[src/rtl/spi_read_buffer.sv]
// spi_read_buffer: packet FIFO feeding the SPI file loader.
// Entries are {last, data[31:0]}; the head entry falls through to spi_data.
// After a last-flagged word is accepted, input stays blocked until the loader
// pops that word, so only one file is ever in flight.
// Optional macro SPI_RB_WORD_COUNT_EN enables the popped-word counter on word_cnt.
module spi_read_buffer #(
  parameter  int DEPTH = 16,
  localparam int AW    = $clog2(DEPTH)
) (
  input  logic        clk,
  input  logic        rst,
  input  logic        flush,
  input  logic [31:0] s_tdata,
  input  logic        s_tvalid,
  input  logic        s_tlast,
  output logic        s_tready,
  input  logic        rb_ready,
  output logic [31:0] spi_data,
  output logic        r_valid_o,
  output logic        r_last_o,
  output logic [AW:0] level,
  output logic        underflow,
  output logic [31:0] word_cnt
);

  localparam logic [0:0]    ST_LOAD  = 1'b0;
  localparam logic [0:0]    ST_HOLD  = 1'b1;
  localparam logic [AW:0]   LVL_FULL = (AW+1)'(DEPTH);
  localparam logic [AW:0]   LVL_ONE  = (AW+1)'(1);
  localparam logic [AW-1:0] PTR_ONE  = AW'(1);

  logic [32:0]   mem_q [DEPTH];
  logic [AW-1:0] wr_ptr_q, wr_ptr_d;
  logic [AW-1:0] rd_ptr_q, rd_ptr_d;
  logic [AW:0]   level_q, level_d;
  logic [0:0]    state_q, state_d;
  logic          underflow_q, underflow_d;

  logic [32:0]   head;
  logic          full;
  logic          push;
  logic          pop;

  assign head      = mem_q[rd_ptr_q];
  assign full      = (level_q == LVL_FULL);
  // Gated by rst so the stream side sees "not ready" while reset is held.
  assign s_tready  = ~rst & (state_q == ST_LOAD) & ~full;
  assign r_valid_o = (level_q != '0);
  assign push      = s_tvalid & s_tready;
  // A pop needs a stored word, so a push into an empty FIFO is never popped in the same cycle.
  assign pop       = rb_ready & r_valid_o;

  assign spi_data  = r_valid_o ? head[31:0] : 32'h0;
  assign r_last_o  = r_valid_o & head[32];
  assign level     = level_q;
  assign underflow = underflow_q;

  // Storage write; contents need no reset because the level gates every read.
  always_ff @(posedge clk) begin
    if (push && !flush) begin
      mem_q[wr_ptr_q] <= {s_tlast, s_tdata};
    end
  end

  // Next-state logic for pointers, level, file state and sticky underflow.
  always_comb begin
    wr_ptr_d    = wr_ptr_q;
    rd_ptr_d    = rd_ptr_q;
    level_d     = level_q;
    state_d     = state_q;
    underflow_d = underflow_q;
    if (flush) begin
      wr_ptr_d    = '0;
      rd_ptr_d    = '0;
      level_d     = '0;
      state_d     = ST_LOAD;
      underflow_d = 1'b0;
    end else begin
      if (push) wr_ptr_d = wr_ptr_q + PTR_ONE;
      if (pop)  rd_ptr_d = rd_ptr_q + PTR_ONE;
      if (push && !pop) begin
        level_d = level_q + LVL_ONE;
      end else if (pop && !push) begin
        level_d = level_q - LVL_ONE;
      end
      if (rb_ready && !r_valid_o) underflow_d = 1'b1;
      if (state_q == ST_LOAD) begin
        if (push && s_tlast) state_d = ST_HOLD;
      end else begin
        if (pop && head[32]) state_d = ST_LOAD;
      end
    end
  end

  // Control state registers.
  always_ff @(posedge clk or posedge rst) begin
    if (rst) begin
      wr_ptr_q    <= '0;
      rd_ptr_q    <= '0;
      level_q     <= '0;
      state_q     <= ST_LOAD;
      underflow_q <= 1'b0;
    end else begin
      wr_ptr_q    <= wr_ptr_d;
      rd_ptr_q    <= rd_ptr_d;
      level_q     <= level_d;
      state_q     <= state_d;
      underflow_q <= underflow_d;
    end
  end

`ifdef SPI_RB_WORD_COUNT_EN
  logic [31:0] cnt_q, cnt_d;
  logic        done_q, done_d;

  // Count pops in the current file; after the last word the final count is shown
  // for one cycle, then cleared (or restarted at 1 if another pop follows at once).
  always_comb begin
    cnt_d  = cnt_q;
    done_d = done_q;
    if (flush) begin
      cnt_d  = '0;
      done_d = 1'b0;
    end else if (pop) begin
      cnt_d  = done_q ? 32'd1 : cnt_q + 32'd1;
      done_d = head[32];
    end else if (done_q) begin
      cnt_d  = '0;
      done_d = 1'b0;
    end
  end

  // Counter registers.
  always_ff @(posedge clk or posedge rst) begin
    if (rst) begin
      cnt_q  <= '0;
      done_q <= 1'b0;
    end else begin
      cnt_q  <= cnt_d;
      done_q <= done_d;
    end
  end

  assign word_cnt = cnt_q;
`else
  assign word_cnt = 32'h0;
`endif

endmodule

[config.mk]
export PLATFORM = sky130hd
export DESIGN_NAME = spi_read_buffer
export DESIGN_NICKNAME = d
export VERILOG_FILES = /design/src/rtl/spi_read_buffer.sv
export SDC_FILE = /design/constraint.sdc
export NUM_CORES = 1
export LEC_CHECK = 0
export CAP_MARGIN = 15
export CORE_ASPECT_RATIO = 0.6
export CORE_UTILIZATION = 55
export DETAILED_ROUTE_END_ITERATION = 10
export PLACE_DENSITY = 0.7
export SYNTH_ARGS = -nofsm -noshare
export SYNTH_HDL_FRONTEND = slang
export SYNTH_SLANG_ARGS = --single-unit
[constraint.sdc]
create_clock -name clk -period 8.5 [get_ports clk]
set_input_delay 2.55 -clock clk [delete_from_list [all_inputs] [get_ports clk]]
set_output_delay 2.55 -clock clk [all_outputs]
set_load 0.1 [all_outputs]
# ---- Word level (Yosys, flattened, before mapping)
# Memories as Yosys holds them, arrays and structs flattened.
# Index checks and enable logic that the tools add are counted.
dict set report totals {
  register_bits 15
  latch_bits 0
  ram_bits 528
  rom_bits 0
  inputBits 38
  out_inout_bits 73
  word_cells 50
  mem_count 1
}
# memory words word_bits rd rd_clocked_by_memory_dff write_ports line_no
set mem_list {}
lappend mem_list {mem_q 16 33 1 0 1 32} ;# logic [32:0] mem_q [DEPTH];
dict set report op_classes {
  n_addsub 4
  mul 0
  div 0
  magnitude_cmp 0
  n_eq_ne 1
  shift 0
  mux 16
  bitwise 8
  n_reduce_logical 15
}
# cell n
set op_table {}
lappend op_table {{$mux 32} 1}
lappend op_table {{$mux 4} 4}
lappend op_table {{$mux 5} 3}
lappend op_table {{$add 4x1->4 const B} 2}
lappend op_table {{$mux 1} 8}
lappend op_table {{$logic_and 1x1->1} 6}
lappend op_table {{$reduce_bool 2->1} 3}
lappend op_table {{$add 5x1->5 const B} 1}
lappend op_table {{$and 1x1->1} 5}
lappend op_table {{$eq 5x5->1 const B} 1}
lappend op_table {{$reduce_bool 5->1} 1}
lappend op_table {{$sub 5x1->5 const B} 1}
lappend op_table {{$logic_not 1->1} 4}
lappend op_table {{$not 1->1} 3}
lappend op_table {{$reduce_bool 3->1} 1}

# ---- Longest topological paths before layout
dict set report logic_depth {
  depth_word 9
  mapped_depth 9
  mapped_depth_nobuf 8
}

# ---- Worst setup path after synthesis
# OpenSTA, ideal clock, no wires.
dict set report synth_path {
  path_kind {input port to output port}
  start {input rst}
  end {output s_tready}
  t_arrival_ps 3777
  t_required_ps 5950
  path_slack_ps 2173
  path_stages 2
  path_buffers 0
  cell_sequence {inv_1 > and3_1}
}
dict set report synth_via {
  elab_chain_cells 3
}
# element line_no
set synth_lines {}
lappend synth_lines {{from (decl)} 11} ;# input logic rst,
lappend synth_lines {{$not 1->1} 47} ;# assign s_tready = ~rst & (state_q == ST_LOAD) & ~full;
lappend synth_lines {{$and 1x1->1 (2 in a row)} 47}
lappend synth_lines {{to (decl)} 16} ;# output logic s_tready,
# No other way between the ends.

# ---- Worst setup path in the final report
dict set report layout_path {
  start {register level_q[0], in the netlist level[0]}
  end {output spi_data[31]}
}
dict set report layout_via {
  elab_chain_cells 2
}
# element line_no
set layout_lines {}
lappend layout_lines {{from (decl)} 35} ;# logic [AW:0] level_q, level_d;
lappend layout_lines {{from (signal assigned)} 106} ;# level_q <= level_d;
lappend layout_lines {{$reduce_bool 5->1} 48} ;# assign r_valid_o = (level_q != '0);
lappend layout_lines {{$mux 32} 53} ;# assign spi_data = r_valid_o ? head[31:0] : 32'h0;
lappend layout_lines {{to (decl)} 18} ;# output logic [31:0] spi_data,
# No other way between the ends.

==> qor.yml <==
finalWorstSetupSlack_ns: 1.801
reg2reg_depth: 5
critPathKind: "flop to primary output"
die_x_um: 257.9
ant_nets: 0
slew_headroom_pct: 28.06
pre_cts_slack_ns: 1.896
clockBufferDepth: 3
final_core_utilization_pct: 63.86
antenna_found_initial: 1
clock_latency_ns: 0.57
cts_tree: "yes"
status: "completed"
swShare_pct: 34.24
synth_ff_type: "edfxtp_1"
required_ns: 5.95
leakage_nw: 7.450
h-tree-depth: 2
clockPowerShare_pct: 28.6
worstHoldStart: "underflow"
async_reset_ff_share_pct: 2.762
post-route-period-util_pct: 78.81
num-fill-cells: 2514
worstHoldPathCells: 2
dr.pass1.iters: 5
cap_violations: 0
ys_warn_count: 0
cts_resized: 0
io_pins: 111
p_total_mw: 7.434
die_h_um: 155.5
hold_viol_final: 0
crit_buf_inv: 2
grt_pass1_vias: 10185
viasPerCell: 6.070
place_inst: 1534
rrSetupSlack_ns: 5.34
cts_root_buf: "clkbuf_16"
nets: 1118
comb_power_share_pct: 30.3
rsz0062_at_grt: "false"
cp_top_family: "buffers and inverters"
route.detailed.drc: 0
wl_mm: 43.49
slew_viol_final: 0
period_needed_ns: 6.699
hp-class: "flop to flop"
netlist_instances: 971
timing.rr.end: "mem_q[2][16]"
start_util_pct: 56.56
grt_max_degree: 77
postSynthAreaPerCell_sq_um: 22.25
whs_endpoint: "underflow"
max-vdd-ir-drop_mv: 0.2545
area_delta_synth_final_pct: 12.90
dpl.hpwl_mm: 22.14
p_int_mw: 4.888
cts_setup_buffers: 0
drtIter0Drc: 936
path_cells: "or4_4 > o21ai_4 > buf_4 > o22ai_1 > clkdlybuf4s50_1"
clock_skew_ns: 0.01839
crit_path_end_kind: "primary output"
crit_path_max_fanout: 20
timing.fmax_ghz: 0.1493
cts_sinks: 543
reg2reg_from: "state_q"
synth_edf_count: 528
p_switching_mw: 2.545
ys_seq_area_share_pct: 75.13
core_sq_um: 38190
max_stage_delay_ns: 1.03
clk_pin_slew_ns: 0.07
gp_congestion: 0.7797
cellPowerDensity_nw_per_um2: 304.8
vias: 9815
final_cells: 1617
power_frac_seq_pct: 41.1
grt_pass1_wl_mm: 65.63
synth_seq_cells: 543
cts_made_buffers: 47
synth_cell_type_count: 49
crit_path_top_delay_cell: "clkdlybuf4s50_1"
overflow: 0
die_area_sq_um: 40100
grt_usage_pct: 22.53
hold_buffers: 0
synth_area_sq_um: 21600
worst_pin_slew_ns: 1.076
port_buffers: 78
final_common_cell: "edfxtp_1"
row_count: 55
worstSetupStartpointType: "flop"
critPathArrivalTime_ns: 4.15
layout_common_cells: "edfxtp_1, mux4_2, clkdlybuf4s50_1"
fin_setup_tns_ns: 0
wl_per_cell_um: 26.90
setup_violations: 0
final_layout_size_suffix_gt1_share_pct: 25.66
metal layers:
metal | track usage, % | wire length [um] | up-vias
li1 | - | - | 4181
met1 | 34.31 | 19510 | 5225
met2 | 34.23 | 20200 | 350
met3 | 4.040 | 2990 | 59
met4 | 5.664 | 790 | 0
met5 | 0 | 0 | -
sequential cells by signal, indices dropped and copies added, names as in the netlist:
signal and cells:
mem_q 528, level 5, rd_ptr_q 4, wr_ptr_q 4, state_q 1, underflow 1
worst max-delay path by stage:
stage | start | end | slack (ns) | cells past startpoint
finish | level[0] | spi_data[31] | 1.80 | 5
global route | rd_ptr_q[0] | spi_data[18] | 1.67 | 5
CTS | level[0] | spi_data[31] | 1.75 | 5
detailed placement | rst | s_tready | 1.90 | 4
global placement | rst | s_tready | 1.90 | 4
floorplan | rst | s_tready | 2.17 | 2
worst reg2reg max path, stage by stage (launching register included):
cell	delay (ns)
dfrtp_1	0.41
or3b_1	0.47
a21oi_2	0.41
nand2_1	0.30
nor2_4	0.71
buf_4	0.49
power by group through the flow:
stage / sequential [mW] / clock (mW) / combinational [mW]
floorplan: 3.12 / 0 / 1.85
global placement: 3.12 / 0 / 2.25
detailed placement: 3.12 / 0 / 2.26
CTS: 3.06 / 2.16 / 2.27
global route: 3.07 / 2.26 / 2.35
finish: 3.06 / 2.12 / 2.25
final cells by class:
class	instances	area (sq um)	share of cell area [%]
clock inverters	25	249.0	1.021
multi-input cells	369	5005	20.52
diodes	1	2.502	0.01026
clock buffers	57	1256	5.151
repair buffers	101	963.4	3.950
inverters	8	30.03	0.1231
well taps	513	641.9	2.632
flip-flops and latches	543	16240	66.59
Yosys cell counts (all sizes together) (3+ instances only):
cell	count	share of area [%]
a21oi	7	0.18
and3	6	0.17
buf	67	2.3
clkbuf	15	0.26
dfrtp	15	1.7
edfxtp	528	73
ha	9	0.52
inv	8	0.14
mux2i	70	3.2
mux4	132	14
nand2	15	0.26
nand3	5	0.12
nor2	26	0.53
o211ai	3	0.13
o21ai	4	0.11
o22ai	32	1.8
xnor2	3	0.12
xor2	3	0.12
metrics by stage:
step / hold slack (ns) / cell area [sq um]
after floorplan: 0.5569 / 21720
after global placement: 0.4818 / 22880
after detailed placement: 0.4973 / 22880
after CTS: 0.5164 / 24390
after global routing: 0.5653 / 24390
final: 0.5170 / 24390
cells by family after synthesis:
| logic type | share of synthesized area, % |
|---|---|
| xor+xnor | 0.2433 |
| fa+ha+maj | 0.6139 |
| compound gates | 2.589 |
| mux | 17.13 |
| simple gates | 1.535 |
| other cells | 0.01736 |
| buf+inv | 2.745 |
| flops | 75.13 |
No activity file was read; power rests on OpenSTA's default activity.
